===== config.mk =====
export PLATFORM = sky130hd
export DESIGN_NAME = pixel_pack_fifo_flat
export DESIGN_NICKNAME = d
export VERILOG_FILES = /design/src/rtl/pixel_pack_fifo_if.sv /design/src/rtl/pixel_pack_fifo.sv /design/src/flat_wrapper.sv
export SDC_FILE = /design/constraint.sdc
export NUM_CORES = 1
export LEC_CHECK = 0
export ABC_CLOCK_PERIOD_IN_PS = 5000
export CAP_MARGIN = 20
export CORE_ASPECT_RATIO = 0.75
export CORE_UTILIZATION = 30
export DETAILED_ROUTE_END_ITERATION = 10
export PLACE_DENSITY = 0.51
export SETUP_SLACK_MARGIN = 0.4
export SLEW_MARGIN = 30
export SYNTH_ARGS = -nofsm -noshare
export SYNTH_HDL_FRONTEND = slang
export SYNTH_SLANG_ARGS = --single-unit

===== constraint.sdc =====
create_clock -name clk -period 5 [get_ports clk]
set_input_delay 1 -clock clk [delete_from_list [all_inputs] [get_ports clk]]
set_output_delay 1 -clock clk [all_outputs]
set_load 0.02 [all_outputs]

===== src/rtl/pixel_pack_fifo_if.sv =====
// Stream bundle between the pixel pipeline, the packing FIFO and the downstream reader.
// The master side drives pixels and the read handshake. The slave side is the FIFO.
interface pixel_pack_fifo_if;
  logic        in_valid;
  logic [31:0] in_pixel;
  logic [4:0]  shift_amt;
  logic        flush;
  logic        clr_status;
  logic [31:0] out_data;
  logic        out_valid;
  logic        out_ready;

  modport master (
    output in_valid, in_pixel, shift_amt, flush, clr_status, out_ready,
    input  out_data, out_valid
  );

  modport slave (
    input  in_valid, in_pixel, shift_amt, flush, clr_status, out_ready,
    output out_data, out_valid
  );
endinterface


===== src/rtl/pixel_pack_fifo.sv =====
// Normalises 32-bit processed pixels to clamped bytes, packs four per word (oldest in [7:0])
// and queues the words in a show-ahead FIFO drained through a ready/valid reader.
module pixel_pack_fifo #(
  parameter  int DEPTH  = 16,
  localparam int ADDR_W = $clog2(DEPTH)
) (
  input  logic             clk,
  input  logic             rst,
  pixel_pack_fifo_if.slave bus,
  output logic [ADDR_W:0]  level,
  output logic [1:0]       byte_cnt,
  output logic             overflow,
  output logic             sat_seen
);
  localparam logic [ADDR_W:0] FULL_LVL = (ADDR_W + 1)'(DEPTH);

  logic signed [31:0] shifted;
  logic [7:0]         pix_byte;
  logic               sat_evt;
  logic [31:0]        pack_q, pack_d, pack_wr;
  logic [1:0]         byte_cnt_q, byte_cnt_d;
  logic               push, pop, full, wr_en, ovf_evt;
  logic [ADDR_W-1:0]  wr_ptr_q, wr_ptr_d, rd_ptr_q, rd_ptr_d;
  logic [ADDR_W:0]    level_q, level_d;
  logic               out_valid_q, overflow_q, overflow_d, sat_q, sat_d;
  logic [31:0]        mem_q [DEPTH];

  // NOTE: every signal gets a default at the top of the block so no path leaves it unassigned (no latch).
  always_comb begin
    shifted  = $signed(bus.in_pixel) >>> bus.shift_amt;
    pix_byte = shifted[7:0];
    sat_evt  = 1'b0;
    if (shifted < 0) begin
      pix_byte = 8'h00;
      sat_evt  = bus.in_valid;
    end else if (shifted > 255) begin
      pix_byte = 8'hFF;
      sat_evt  = bus.in_valid;
    end
  end

  // Lanes above byte_cnt are always zero, so a flushed partial word is already zero-padded.
  always_comb begin
    pack_wr = pack_q;
    if (bus.in_valid) pack_wr[{byte_cnt_q, 3'b000} +: 8] = pix_byte;
    push = (bus.in_valid && byte_cnt_q == 2'd3) ||
           (bus.flush && (byte_cnt_q != 2'd0 || bus.in_valid));
    if (push) begin
      pack_d     = '0;
      byte_cnt_d = 2'd0;
    end else begin
      pack_d     = pack_wr;
      byte_cnt_d = bus.in_valid ? byte_cnt_q + 2'd1 : byte_cnt_q;
    end
  end

  // A full FIFO still takes a word when the head leaves in the same cycle.
  always_comb begin
    pop      = out_valid_q && bus.out_ready;
    full     = (level_q == FULL_LVL);
    wr_en    = push && (!full || pop);
    ovf_evt  = push && full && !pop;
    wr_ptr_d = wr_en ? wr_ptr_q + 1'b1 : wr_ptr_q;
    rd_ptr_d = pop ? rd_ptr_q + 1'b1 : rd_ptr_q;
    level_d  = level_q + {{ADDR_W{1'b0}}, wr_en} - {{ADDR_W{1'b0}}, pop};
    overflow_d = (overflow_q && !bus.clr_status) || ovf_evt;
    sat_d      = (sat_q && !bus.clr_status) || sat_evt;
  end

  // NOTE: state registers use non-blocking assignments so every flop samples pre-edge values.
  always_ff @(posedge clk) begin
    if (rst) begin
      pack_q      <= '0;
      byte_cnt_q  <= 2'd0;
      wr_ptr_q    <= '0;
      rd_ptr_q    <= '0;
      level_q     <= '0;
      out_valid_q <= 1'b0;
      overflow_q  <= 1'b0;
      sat_q       <= 1'b0;
    end else begin
      pack_q      <= pack_d;
      byte_cnt_q  <= byte_cnt_d;
      wr_ptr_q    <= wr_ptr_d;
      rd_ptr_q    <= rd_ptr_d;
      level_q     <= level_d;
      out_valid_q <= (level_d != '0);
      overflow_q  <= overflow_d;
      sat_q       <= sat_d;
    end
  end

  // NOTE: storage has no reset; the pointers and level alone define which entries are valid.
  always_ff @(posedge clk) begin
    if (wr_en) mem_q[wr_ptr_q] <= pack_wr;
  end

  assign bus.out_data  = mem_q[rd_ptr_q];
  assign bus.out_valid = out_valid_q;
  assign level         = level_q;
  assign byte_cnt      = byte_cnt_q;
  assign overflow      = overflow_q;
  assign sat_seen      = sat_q;
endmodule


===== src/flat_wrapper.sv =====
// flat-port wrapper written by rule: the top's interface ports become plain ports
module pixel_pack_fifo_flat 
#(
  parameter  int DEPTH  = 16,
  localparam int ADDR_W = $clog2(DEPTH)
)
  (clk, rst, level, byte_cnt, overflow, sat_seen, bus_in_valid, bus_in_pixel, bus_shift_amt, bus_flush, bus_clr_status, bus_out_ready, bus_out_data, bus_out_valid);
  pixel_pack_fifo_if bus_i ();
  input  logic clk;
  input  logic rst;
  output logic [ADDR_W:0] level;
  output logic [1:0] byte_cnt;
  output logic overflow;
  output logic sat_seen;
  input wire logic [$bits(bus_i.in_valid)-1:0] bus_in_valid;
  input wire logic [$bits(bus_i.in_pixel)-1:0] bus_in_pixel;
  input wire logic [$bits(bus_i.shift_amt)-1:0] bus_shift_amt;
  input wire logic [$bits(bus_i.flush)-1:0] bus_flush;
  input wire logic [$bits(bus_i.clr_status)-1:0] bus_clr_status;
  input wire logic [$bits(bus_i.out_ready)-1:0] bus_out_ready;
  output wire logic [$bits(bus_i.out_data)-1:0] bus_out_data;
  output wire logic [$bits(bus_i.out_valid)-1:0] bus_out_valid;
  assign bus_i.in_valid = bus_in_valid;
  assign bus_i.in_pixel = bus_in_pixel;
  assign bus_i.shift_amt = bus_shift_amt;
  assign bus_i.flush = bus_flush;
  assign bus_i.clr_status = bus_clr_status;
  assign bus_i.out_ready = bus_out_ready;
  assign bus_out_data = bus_i.out_data;
  assign bus_out_valid = bus_i.out_valid;
  pixel_pack_fifo #(.DEPTH(DEPTH)) u_core (.clk(clk), .rst(rst), .bus(bus_i), .level(level), .byte_cnt(byte_cnt), .overflow(overflow), .sat_seen(sat_seen));
endmodule

* After elaboration in Yosys (flattened, before gate mapping)
Memories as Yosys holds them, arrays and structs flattened. A register that Yosys moved wholly into a read port is not among the register bits. Cells that the tools add are included.
Storage, ports and cells: bits in writable memories 512, word-level logic and storage cells 51, output and inout bits 42, flip-flop bits (word level) 50, memories kept 1, input port bits 43
Operators by class: reductions and logical operators 19, shift operators 3, add/subtract/negate cells 6, equality and inequality tests 2, mux-type cells 10, magnitude comparators 2
Memories:
- u_core.mem_q | words 16, bits a word 32, rd ports 1, clocked after memory_dff 1, wr ports 1, RTL line pixel_pack_fifo.sv:26 | logic [31:0] mem_q [DEPTH];
Operators with widths (count):
- $bwmux W32 | 1
- $gt A32 B9 Y1 const B | 1
- $lt A32 B1 Y1 const B | 1
- $mux W32 | 1
- $shift A8 B7 Y32 const A | 1
- $shiftx A8 B7 Y32 | 1
- $sshr A32 B5 Y32 | 1
- $mux W8 | 2
- $add A4 B1 Y4 const B | 2
- $logic_and A1 B1 Y1 | 8
- $mux W4 | 2
- $neg A5 Y7 | 1
- $add A5 B1 Y5 | 1
- $eq A5 B5 Y1 const B | 1
- $logic_or A1 B1 Y1 | 5
- $reduce_bool A5 Y1 | 1
- $sub A5 B1 Y5 | 1
- $mux W1 | 4
- $logic_not A1 Y1 | 3
- $add A2 B1 Y2 const B | 1
- $eq A2 B2 Y1 const B | 1
- $reduce_bool A2 Y1 | 1
- $reduce_or A2 Y1 | 1

* Longest topological paths before layout
Gate-level depths: netlist of the first run.
word-level depth 8, depth in mapped cells 16, mapped depth without buffers 15

* Least setup slack after synthesis of the first run
OpenSTA, ideal clock, no wires.
path type input -> register, start point in bus_in_valid, end point mem u_core.mem_q[3][0], enable pin, path slack 0.263 ns, stages 7, data required time 4.539 ns, path buffers 2, data arrival time 4.276 ns, library setup time 0.461 ns, path through clkbuf_1 o21ai_0 o21ai_0 nor2b_1 clkbuf_1 nand2_1 nor3_1
On the way: longest elaborated chain between the ends 6, elaborated cells between the ends (all ways) 7, those cells by class mux: 2; reduce/logical: 5
Ends and longest elaborated chain:
- start: declaration | RTL line flat_wrapper.sv:15 | input wire logic [$bits(bus_i.in_valid)-1:0] bus_in_valid;
- $logic_or A1 B1 Y1 | RTL line pixel_pack_fifo.sv:47 | (bus.flush && (byte_cnt_q != 2'd0 || bus.in_valid));
- $logic_and A1 B1 Y1 | RTL line pixel_pack_fifo.sv:47
- $logic_or A1 B1 Y1 (*) | RTL line pixel_pack_fifo.sv:46 | push = (bus.in_valid && byte_cnt_q == 2'd3) ||
- $logic_and A1 B1 Y1 (*) | RTL line pixel_pack_fifo.sv:61 | wr_en = push && (!full || pop);
- via u_core.wr_en | RTL line pixel_pack_fifo.sv:22 | logic push, pop, full, wr_en, ovf_evt;
- $mux W1 (*) | RTL line pixel_pack_fifo.sv:95 | if (wr_en) mem_q[wr_ptr_q] <= pack_wr;
- $mux W1 (not written as such) (*) | RTL line pixel_pack_fifo.sv:95
- end: declaration | RTL line pixel_pack_fifo.sv:26
Mark *: on every way through the listed nets, which the timed path passes. The rest lies on a longest branch.

==> summary.md, run 1 <==
| Metric | Value |
|---|---|
| Setup TNS Final | `0 ns` |
| Post-Syn Instances | `1257` |
| Remaining antenna violation count | `0` |
| Crit end category | `output port` |
| Non-filler instance count after layout | `2466` |
| Category of the critical setup timing path | `flip-flop to output port` |
| Final critical path time including I/O delays and setup | `4.21 ns` |
| Die X-Extent | `325 um` |
| Final period util | `84.1%` |
| Nets | `1445` |
| Unique cell type count in the Yosys netlist | `65` |
| Cell chosen for the clock root | `clkbuf_16` |
| Number of placed instances with taps included | `2363` |
| Die height | `245 um` |
| Net count of the mapped netlist | `1317` |
| Placed wire-length estimate after detailed placement | `34.3 mm` |
| Number of vias per cell after detailed routing | `5.03` |
| Count of boundary I/O pins | `85` |
| Wire per inst | `24.2 um` |
| Kind of start point of the critical path | `flip-flop` |
| Peak fanout along the critical path | `57` |
| Num Clock Sinks | `566` |
| Buffer and inverter count on the worst path | `2` |
| Worst hold margin | `0.439 ns` |
| Wire length of the first global-routing pass | `88.5 mm` |
| # hold bufs at CTS | `0` |
| Data required time at the worst endpoint | `4.00 ns` |
| Hold Crit Class | `flip-flop to flip-flop` |
| DRC viols | `0` |
| Power per cell area | `403 nW/um^2` |
| Clock latency of the later-clocked register in the worst-skew pair | `0.61 ns` |
| First drt pass iteration count | `5` |
| Worst setup timing slack at the placement stage | `0.254 ns` |
| Cell repeated most along the worst path | `mux4_2` |
| Largest net degree at the start of global routing | `71` |
| Final GP Congestion | `0.812` |
| Number of hold-slack violations in the final timing report | `0` |
| Final clock skew | `0.0163 ns` |
| CP Cell Sequence | `buf_12 -> mux4_2 -> mux4_2 -> clkdlybuf4s50_1` |
| Fraction of layout instances using a drive strength above 1 | `26.3%` |
| Initial drt markers | `1227` |
| Unrepaired setup endpoints after global routing | `no` |
| Final instance area | `27900 sq um` |
| Synth Warn # | `0` |
| Worst slew pin tran | `0.898 ns` |
| Post-synth EDFFs | `512` |
| CTS tree | `built` |
| Netlist Area Pre-Place | `23500 sq um` |
| Final core utilization | `36.1%` |
| Initial antenna violation count | `1` |
| Overall fraction of global-route tracks in use | `15.1%` |
| Die outline area | `79600 sq um` |
| Max Freq | `0.238 GHz` |
| Clock slew at the register clock pins of the worst setup and hold paths | `0.06 ns` |
| Final number of max-transition violations | `0` |
| Worst supply voltage drop on vdd | `250 uV` |
| Critical path's largest stage delay | `0.61 ns` |
| Final setup violation count | `0` |
| Number of inserted filler cells in the final layout | `7206` |
| Post-cts gate resize count | `0` |
| Clock buffer count from CTS | `55` |
| Fraction of synthesis flops using an asynchronous set or reset pin | `0%` |
| Most common library cell in the layout ignoring fill and taps | `edfxtp_1` |
| Initial standard-cell utilization of the core | `30.5%` |
| Std-Cell Core Area | `77300 sq um` |
| Aggregate routed wire length | `59.8 mm` |
| CTS max path bufs | `3` |
| Result of the run | `finished, final reports clean` |
| CP max-delay cell | `mux4_2` |
| Average instance area after synthesis | `18.7 sq um` |
| Number of placement rows | `88` |
| Remaining max-slew budget at the tightest pin | `40.1%` |
| Most frequent cells in the layout | `512 x edfxtp_1, 181 x mux4_2, 100 x nand2_1` |
| Total design power | `11.3 mW` |
| Vias after detailed routing | `12409` |
| Number of global-route vias before repair | `12866` |
| Kind of cell with the highest combined delay on the critical path | `multiplexers` |
| Number of levels the H-tree was split into | `2` |
| Maximum capacitance violations | `0` |
| Reported leakage power | `8.59 nW` |
| Cell area after placement | `26100 sq um` |
| Final critical-path setup slack | `0.793 ns` |
| Most used flip-flop cell after synthesis | `edfxtp_1` |
| Layout Area Growth over Synthesis | `18.7%` |
| Input/output buffers | `84` |
| Count of antenna diodes in the layout | `0` |
| Grt total ovfl | `0` |
| Sequential element share of the synthesized area | `69.9%` |
| Number of register bits inferred by synthesis | `566` |
| Number of buffers inserted by post-CTS setup repair | `0` |
| Critical Path AT | `3.21 ns` |
## logic make-up after synthesis
| group | Yosys count | share of synthesized area (%) |
|---|---|---|
| muxes | 221 | 19.1 |
| DFF | 566 | 69.9 |
| buffers and inverters | 96 | 1.91 |
| adders and majority gates | 17 | 0.935 |
| xor gates and xnor gates | 11 | 0.409 |
| and+or+nand+nor | 213 | 4.03 |
| AOI/OAI and AO/OA | 133 | 3.69 |
## worst min-delay path, cell delays in order (launching register included)
cell and delay, ns:
dfxtp_1 0.30, nand2_1 0.06, nor2_1 0.04
## sequential cells by signal (all words and copies together), names as in the netlist, named ones only
name / count
u_core.mem_q: 512
u_core.pack_q: 32
u_core.level: 5
u_core.rd_ptr_q: 4
u_core.wr_ptr_q: 4
u_core.byte_cnt: 2
u_core.bus.out_valid: 1
u_core.overflow: 1
u_core.sat_seen: 1
## synthesized netlist by cell type, types with 3 or more instances
| master | number | area, sq um |
|---|---|---|
| nor4b_1 | 3 | 26.3 |
| o211ai_1 | 5 | 37.5 |
| mux2i_1 | 27 | 270 |
| a211o_1 | 4 | 35.0 |
| mux4_2 | 181 | 4080 |
| nand3_1 | 5 | 25.0 |
| buf_1 | 14 | 52.6 |
| edfxtp_1 | 512 | 15400 |
| dfxtp_1 | 54 | 1080 |
| a21oi_1 | 42 | 210 |
| clkbuf_1 | 42 | 158 |
| and2_1 | 3 | 18.8 |
| nor4_1 | 3 | 18.8 |
| a32oi_1 | 3 | 26.3 |
| or4_1 | 3 | 22.5 |
| nor2_1 | 57 | 214 |
| buf_2 | 3 | 15.0 |
| nor2b_1 | 10 | 62.6 |
| o21ai_0 | 24 | 120 |
| nand4_1 | 4 | 25.0 |
| a31oi_1 | 3 | 18.8 |
| ha_1 | 16 | 200 |
| xor2_1 | 6 | 52.6 |
| o21ai_1 | 15 | 75.1 |
| buf_6 | 6 | 67.6 |
| mux2_4 | 3 | 45.0 |
| nand2b_1 | 8 | 50.1 |
| o21ai_2 | 5 | 43.8 |
| a211oi_1 | 6 | 45.0 |
| mux2_2 | 10 | 113 |
| nor3_1 | 9 | 45.0 |
| xnor2_1 | 5 | 43.8 |
| inv_1 | 20 | 75.1 |
| buf_4 | 11 | 82.6 |
| nand2_1 | 100 | 375 |
## per-layer routing
metal | GRT usage (%) | up-vias | routed length [um] | share of wire, %
li1 | - | 5376 | - | -
met1 | 21.2 | 6638 | 27000 | 45
met2 | 24.6 | 341 | 28600 | 48
met3 | 2.90 | 54 | 3560 | 5.9
met4 | 2.90 | 0 | 719 | 1.2
met5 | 0 | - | 0 | 0
## where the power goes
part           internal (mW)  switching (mW)  leakage, nW  total, mW
clock network           2.47            1.78        0.890       4.24
registers               5.25          0.0544         4.95       5.31
logic                  0.792           0.917         2.75       1.71
## area by class of cell
cell class,count,area [sq um],area share (%)
multi-input cells,595,6780,24.3
inverters,20,75.1,0.269
repair buffers,147,1480,5.29
flip-flops and latches,566,16500,58.9
clock inverters,21,298,1.07
clock buffers,82,1550,5.54
well taps,1035,1290,4.63
## final timing paths
path                 startpoint              endpoint  slack, ns  depth (start not counted)
max reg2reg  u_core.byte_cnt[0]  u_core.bus.out_valid       1.61                         16
min           u_core.pack_q[31]     u_core.pack_q[31]       0.44                          2
min reg2reg   u_core.pack_q[31]     u_core.pack_q[31]       0.44                          2
max                   flip-flop       bus_out_data[8]       0.79                          4
No activity file was read; power rests on OpenSTA's default activity.
==> run 2: changes to the inputs <==
Settings changed: ABC_CLOCK_PERIOD_IN_PS 5000 to 3850.
Clock period 5 ns to 3.85 ns, I/O delays scaled along.
==> summary.md, run 2 (synthesis gave the netlist of run 1 again) <==
| Metric | Value |
|---|---|
| Worst supply voltage drop on vdd | `305 uV` |
| Hold Crit Class | `flip-flop to flip-flop` |
| Buffer and inverter count on the worst path | `4` |
| Most common library cell in the layout ignoring fill and taps | `edfxtp_1` |
| Number of levels the H-tree was split into | `2` |
| Number of inserted filler cells in the final layout | `7032` |
| Remaining max-slew budget at the tightest pin | `31.3%` |
| CTS tree | `built` |
| Placed wire-length estimate after detailed placement | `36.7 mm` |
| Crit end category | `output port` |
| Wire length of the first global-routing pass | `91.9 mm` |
| Unrepaired setup endpoints after global routing | `yes` |
| Final period util | `90.2%` |
| Reported leakage power | `9.71 nW` |
| Final setup violation count | `0` |
| R2R Path Start | `u_core.byte_cnt[0]` |
| Setup TNS Final | `0 ns` |
| Remaining antenna violation count | `0` |
| Number of placement rows | `88` |
| Number of vias per cell after detailed routing | `4.99` |
| Max Freq | `0.288 GHz` |
| Wire per inst | `24.5 um` |
| CP max-delay cell | `mux4_2` |
| Initial drt markers | `1100` |
| Number of hold-slack violations in the final timing report | `0` |
| Power Internal | `11.3 mW` |
| Final number of max-transition violations | `0` |
| GRT Max-Usage Layer | `met2` |
| Initial standard-cell utilization of the core | `30.5%` |
| Maximum capacitance violations | `0` |
| Worst-case register-to-register setup slack | `0.78 ns` |
| Initial antenna violation count | `0` |
| Die height | `245 um` |
| Die outline area | `79600 sq um` |
| DRC viols | `0` |
| Count of antenna diodes in the layout | `0` |
| CTS max path bufs | `3` |
| Vias after detailed routing | `13044` |
| Critical Path AT | `2.70 ns` |
| Worst slew pin tran | `1.03 ns` |
| Clock latency of the later-clocked register in the worst-skew pair | `0.61 ns` |
| Final core utilization | `38.9%` |
| Final instance area | `30100 sq um` |
| Clock buffer count from CTS | `55` |
| Std-Cell Core Area | `77300 sq um` |
| Fraction of layout instances using a drive strength above 1 | `35.5%` |
| RR Endpoint | `u_core.bus.out_valid` |
| Most frequent cells in the layout | `512 x edfxtp_1, 181 x mux4_2, 124 x buf_4` |
| Source of the worst hold timing path | `u_core.pack_q[24]` |
| Flop pwr share | `45.8%` |
| Largest net degree at the start of global routing | `35` |
| Max FFs per register | `512` |
| Kind of cell with the highest combined delay on the critical path | `multiplexers` |
| Combinational cell fraction of total power | `19.1%` |
| Sequential cell area | `16500 sq um` |
| Critical path's largest stage delay | `0.54 ns` |
| Input/output buffers | `84` |
| Met2 track utilization from global routing | `25.0%` |
| Final critical path time including I/O delays and setup | `3.47 ns` |
| Number of placed instances with taps included | `2479` |
| Most flop-heavy register | `u_core.mem_q` |
| Kind of start point of the critical path | `flip-flop` |
| Worst Hold End | `u_core.pack_q[24]` |
| Layout Area Growth over Synthesis | `27.6%` |
| Aggregate routed wire length | `64.1 mm` |
| Category of the critical setup timing path | `flip-flop to output port` |
| Final clock skew | `0.0185 ns` |
| Die X-Extent | `325 um` |
| Clock slew at the register clock pins of the worst setup and hold paths | `0.06 ns` |
| Num Clock Sinks | `566` |
| Grt total ovfl | `0` |
| Power per cell area | `501 nW/um^2` |
| Peak fanout along the critical path | `8` |
| Number of cells on the worst reg-to-reg path | `15` |
| Met1 Track Usage GR | `22.7%` |
| Count of boundary I/O pins | `85` |
| Number of cells on the critical path | `6` |
| Overall fraction of global-route tracks in use | `15.8%` |
| Data required time at the worst endpoint | `3.08 ns` |
| Global-route track usage on met3 | `3.10%` |
| Switching part of the total power | `24.8%` |
| Switch Pwr | `3.73 mW` |
| Result of the run | `finished, final reports clean` |
| Hold Crit Depth | `2` |
| Non-filler instance count after layout | `2616` |
| Cell chosen for the clock root | `clkbuf_16` |
| Multi-input combinational cell area | `6840 sq um` |
| Final GP Congestion | `0.831` |
| Number of global-route vias before repair | `13270` |
| First drt pass iteration count | `5` |
| Cell area after placement | `27500 sq um` |
| Share of power burned in the clock network | `35.0%` |
| CP Cell Sequence | `buf_12 -> buf_16 -> buf_6 -> mux4_2 -> mux4_2 -> buf_6` |
| Nets | `1598` |
[run 2: what timing repair did]
action | CTS | global route
hold buffers | 0 | 0
hold endpoints to repair | 0 | 0
cloned | 8 | 10
pin swaps | 0 | 8
gates resized for setup | 143 | 69
setup buffers | 10 | 9
endpoints found under the setup margin | 32 | 393
[run 2: power groups by stage]
stage | Clock [mW] | Sequential, mW | Combinational [mW]
finish | 5.28 | 6.91 | 2.88
global route | 5.64 | 6.92 | 3.07
CTS | 5.41 | 6.91 | 2.68
detailed placement | 0 | 7.05 | 2.46
global placement | 0 | 7.05 | 2.45
floorplan | 0 | 7.04 | 1.41
[run 2: worst max path at each step]
stage	from	to
4_1_cts	flip-flop	bus_out_data[5]
3_3_place_gp	bus_shift_amt[1]	u_core.mem_q[6][12]
5_1_grt	flip-flop	bus_out_data[6]
2_1_floorplan	bus_in_valid	u_core.mem_q[7][0]
6_report	flip-flop	bus_out_data[6]
3_5_place_dp	bus_in_pixel[10]	u_core.mem_q[14][5]
[run 2: metal layers]
layer / up-vias / part of all wire (%)
met5: - / 0
met4: 0 / 1.5
met3: 76 / 5.8
met2: 364 / 47
met1: 6912 / 46
li1: 5692 / -
[run 2: metrics by stage]
stage / total power [mW] / worst slack [ns] / hold slack, ns
finish: 15.1 / 0.378 / 0.443
global placement: 9.50 / -0.170 / 0.427
floorplan: 8.45 / 0.198 / 0.418
global route: 15.6 / 0.311 / 0.461
CTS: 15.0 / 0.313 / 0.442
detailed placement: 9.51 / -0.218 / 0.434
[run 2: worst min-delay path, cell delays in order (launching register included)]
cell,delay (ns)
dfxtp_1,0.30
nand2_1,0.06
nor2_1,0.04
[run 2: cell type report]
cell class	instances	share of cell area (%)
tap	1035	4.31
clock buffer	76	5.05
inverter	20	0.250
sequential	566	54.8
clock inverter	24	0.733
timing repair buffer	300	12.1
multi-input combinational	595	22.7
==> run 3: changes to the inputs <==
Settings changed: CELL_PAD_IN_SITES_DETAIL_PLACEMENT set to 2, CELL_PAD_IN_SITES_GLOBAL_PLACEMENT set to 2, PLACE_DENSITY 0.51 to 0.61, TNS_END_PERCENT set to 100.
==> summary.md, run 3 (synthesis gave the netlist of run 1 again) <==
| Metric | Value |
|---|---|
| Remaining max-slew budget at the tightest pin | `50.3%` |
| Initial standard-cell utilization of the core | `30.5%` |
| Final critical-path setup slack | `0.373 ns` |
| Overall fraction of global-route tracks in use | `18.1%` |
| Category of the critical setup timing path | `flip-flop to output port` |
| Largest net degree at the start of global routing | `69` |
| Final period util | `90.3%` |
| Vias after detailed routing | `13256` |
| Hold Crit Class | `flip-flop to flip-flop` |
| Number of cells on the worst reg-to-reg path | `15` |
| Worst supply voltage drop on vdd | `377 uV` |
| Number of placement rows | `88` |
| Most flop-heavy register | `u_core.mem_q` |
| Num Clock Sinks | `566` |
| Hold Crit Depth | `2` |
| Number of levels the H-tree was split into | `2` |
| RR Endpoint | `u_core.bus.out_valid` |
| Total design power | `15.2 mW` |
| Input/output buffers | `84` |
| DRC viols | `0` |
| Non-filler instance count after layout | `2606` |
| Unrepaired setup endpoints after global routing | `yes` |
| Critical Path AT | `2.71 ns` |
| Number of global-route vias before repair | `14543` |
| Final number of max-transition violations | `0` |
| Count of antenna diodes in the layout | `0` |
| Die X-Extent | `325 um` |
| Final clock skew | `0.0261 ns` |
| Fraction of layout instances using a drive strength above 1 | `35.8%` |
| Placed wire-length estimate after detailed placement | `42.5 mm` |
| Most common library cell in the layout ignoring fill and taps | `edfxtp_1` |
| Count of boundary I/O pins | `85` |
| Data required time at the worst endpoint | `3.08 ns` |
| Die outline area | `79600 sq um` |
| Worst Hold End | `u_core.pack_q[28]` |
| Wire length of the first global-routing pass | `105 mm` |
| Grt total ovfl | `0` |
| Final setup violation count | `0` |
| Number of hold-slack violations in the final timing report | `0` |
| Result of the run | `finished, final reports clean` |
| Max Freq | `0.288 GHz` |
| Maximum capacitance violations | `0` |
| Clock slew at the register clock pins of the worst setup and hold paths | `0.07 ns` |
| # hold bufs at CTS | `0` |
| Source of the worst hold timing path | `u_core.pack_q[28]` |
| Wire per inst | `27.5 um` |
| Final GP Congestion | `0.766` |
| Kind of start point of the critical path | `flip-flop` |
| Power per cell area | `512 nW/um^2` |
| Most frequent cells in the layout | `512 x edfxtp_1, 181 x mux4_2, 136 x buf_4` |
| Crit end category | `output port` |
| R2R Path Start | `u_core.byte_cnt[0]` |
| Layout Area Growth over Synthesis | `26.2%` |
| Cell chosen for the clock root | `clkbuf_16` |
| Final instance area | `29700 sq um` |
| Clock buffer count from CTS | `55` |
| Initial drt markers | `1167` |
| Worst slew pin tran | `0.744 ns` |
| Number of placed instances with taps included | `2464` |
| Number of vias per cell after detailed routing | `5.09` |
| Std-Cell Core Area | `77300 sq um` |
| Cell area after placement | `27100 sq um` |
| Peak fanout along the critical path | `7` |
| Final critical path time including I/O delays and setup | `3.48 ns` |
| Initial antenna violation count | `0` |
| Worst-case register-to-register setup slack | `0.76 ns` |
| First drt pass iteration count | `5` |
| Remaining antenna violation count | `0` |
| Max FFs per register | `512` |
| CTS max path bufs | `3` |
| Die height | `245 um` |
| Aggregate routed wire length | `71.8 mm` |
| Worst setup timing slack at the placement stage | `-0.424 ns` |
| Reported leakage power | `9.59 nW` |
| CTS tree | `built` |
| Clock latency of the later-clocked register in the worst-skew pair | `0.63 ns` |
| Nets | `1585` |
-- run 3: changes by cell type in the layout (fill, tap and decap cells not counted), moves of 3 or more --
cell and change:
o21ai_0 -3, buf_4 +12, buf_12 -23, dlygate4sd2_1 +4, buf_6 +6, clkbuf_1 -3
clkdlybuf4s50_1 -4, clkbuf_8 +3, o21ai_1 +5, clkbuf_16 -6
-- run 3: through the flow --
stage          util [%]  TNS [ns]  hold slack (ns)
3_3_place_gp       35.1    -66.15            0.429
4_1_cts            38.0         0            0.451
2_1_floorplan         -         0            0.418
6_report           38.5         0            0.451
5_1_grt            38.5         0            0.484
3_5_place_dp       35.1   -126.10            0.443
-- run 3: layout make-up --
class	count	area (sq um)
fill	7457	47600
sequential	566	16500
multi-input combinational	595	6910
timing repair buffer	286	3150
clock buffer	76	1550
tap	1035	1290
clock inverter	27	263
inverter	20	75.1
timing repair inverter	1	7.51
-- run 3: layer usage --
layer  wire length, um  track usage, %  vias to the layer above
met1             33100            25.8                     7259
met2             34700            29.9                      269
met3              2880            2.25                       68
met4              1040            3.40                        0
li1                  -               -                     5660
met5                 0               0                        -
-- run 3: report_power, final --
| group | switching [mW] | internal (mW) |
|---|---|---|
| clock | 2.38 | 3.14 |
| sequential | 0.0803 | 6.82 |
| combinational | 1.40 | 1.40 |
| total | 3.86 | 11.4 |
-- run 3: what timing repair did --
action	4_1_cts	5_1_grt
resized for setup	195	60
hold endpoints to repair	0	0
endpoints found under the setup margin	245	323
pin swaps	7	7
buffers inserted	21	6
cloned	8	4
-- run 3: worst max-delay path, cell delays in order, from the launching register on --
cell	delay [ns]
dfxtp_4	0.44
buf_12	0.15
buf_16	0.14
buf_16	0.14
mux4_2	0.51
mux4_2	0.53
buf_6	0.16
-- run 3: worst max-delay path by stage --
stage / endpoint / slack (ns) / startpoint
after floorplan: u_core.mem_q[7][0] / 0.20 / bus_in_valid
after global placement: u_core.mem_q[4][24] / -0.30 / bus_in_pixel[18]
after detailed placement: u_core.mem_q[4][24] / -0.42 / bus_in_pixel[10]
after CTS: bus_out_data[17] / 0.29 / flip-flop
after global routing: bus_out_data[25] / 0.29 / flip-flop
final: bus_out_data[4] / 0.37 / flip-flop
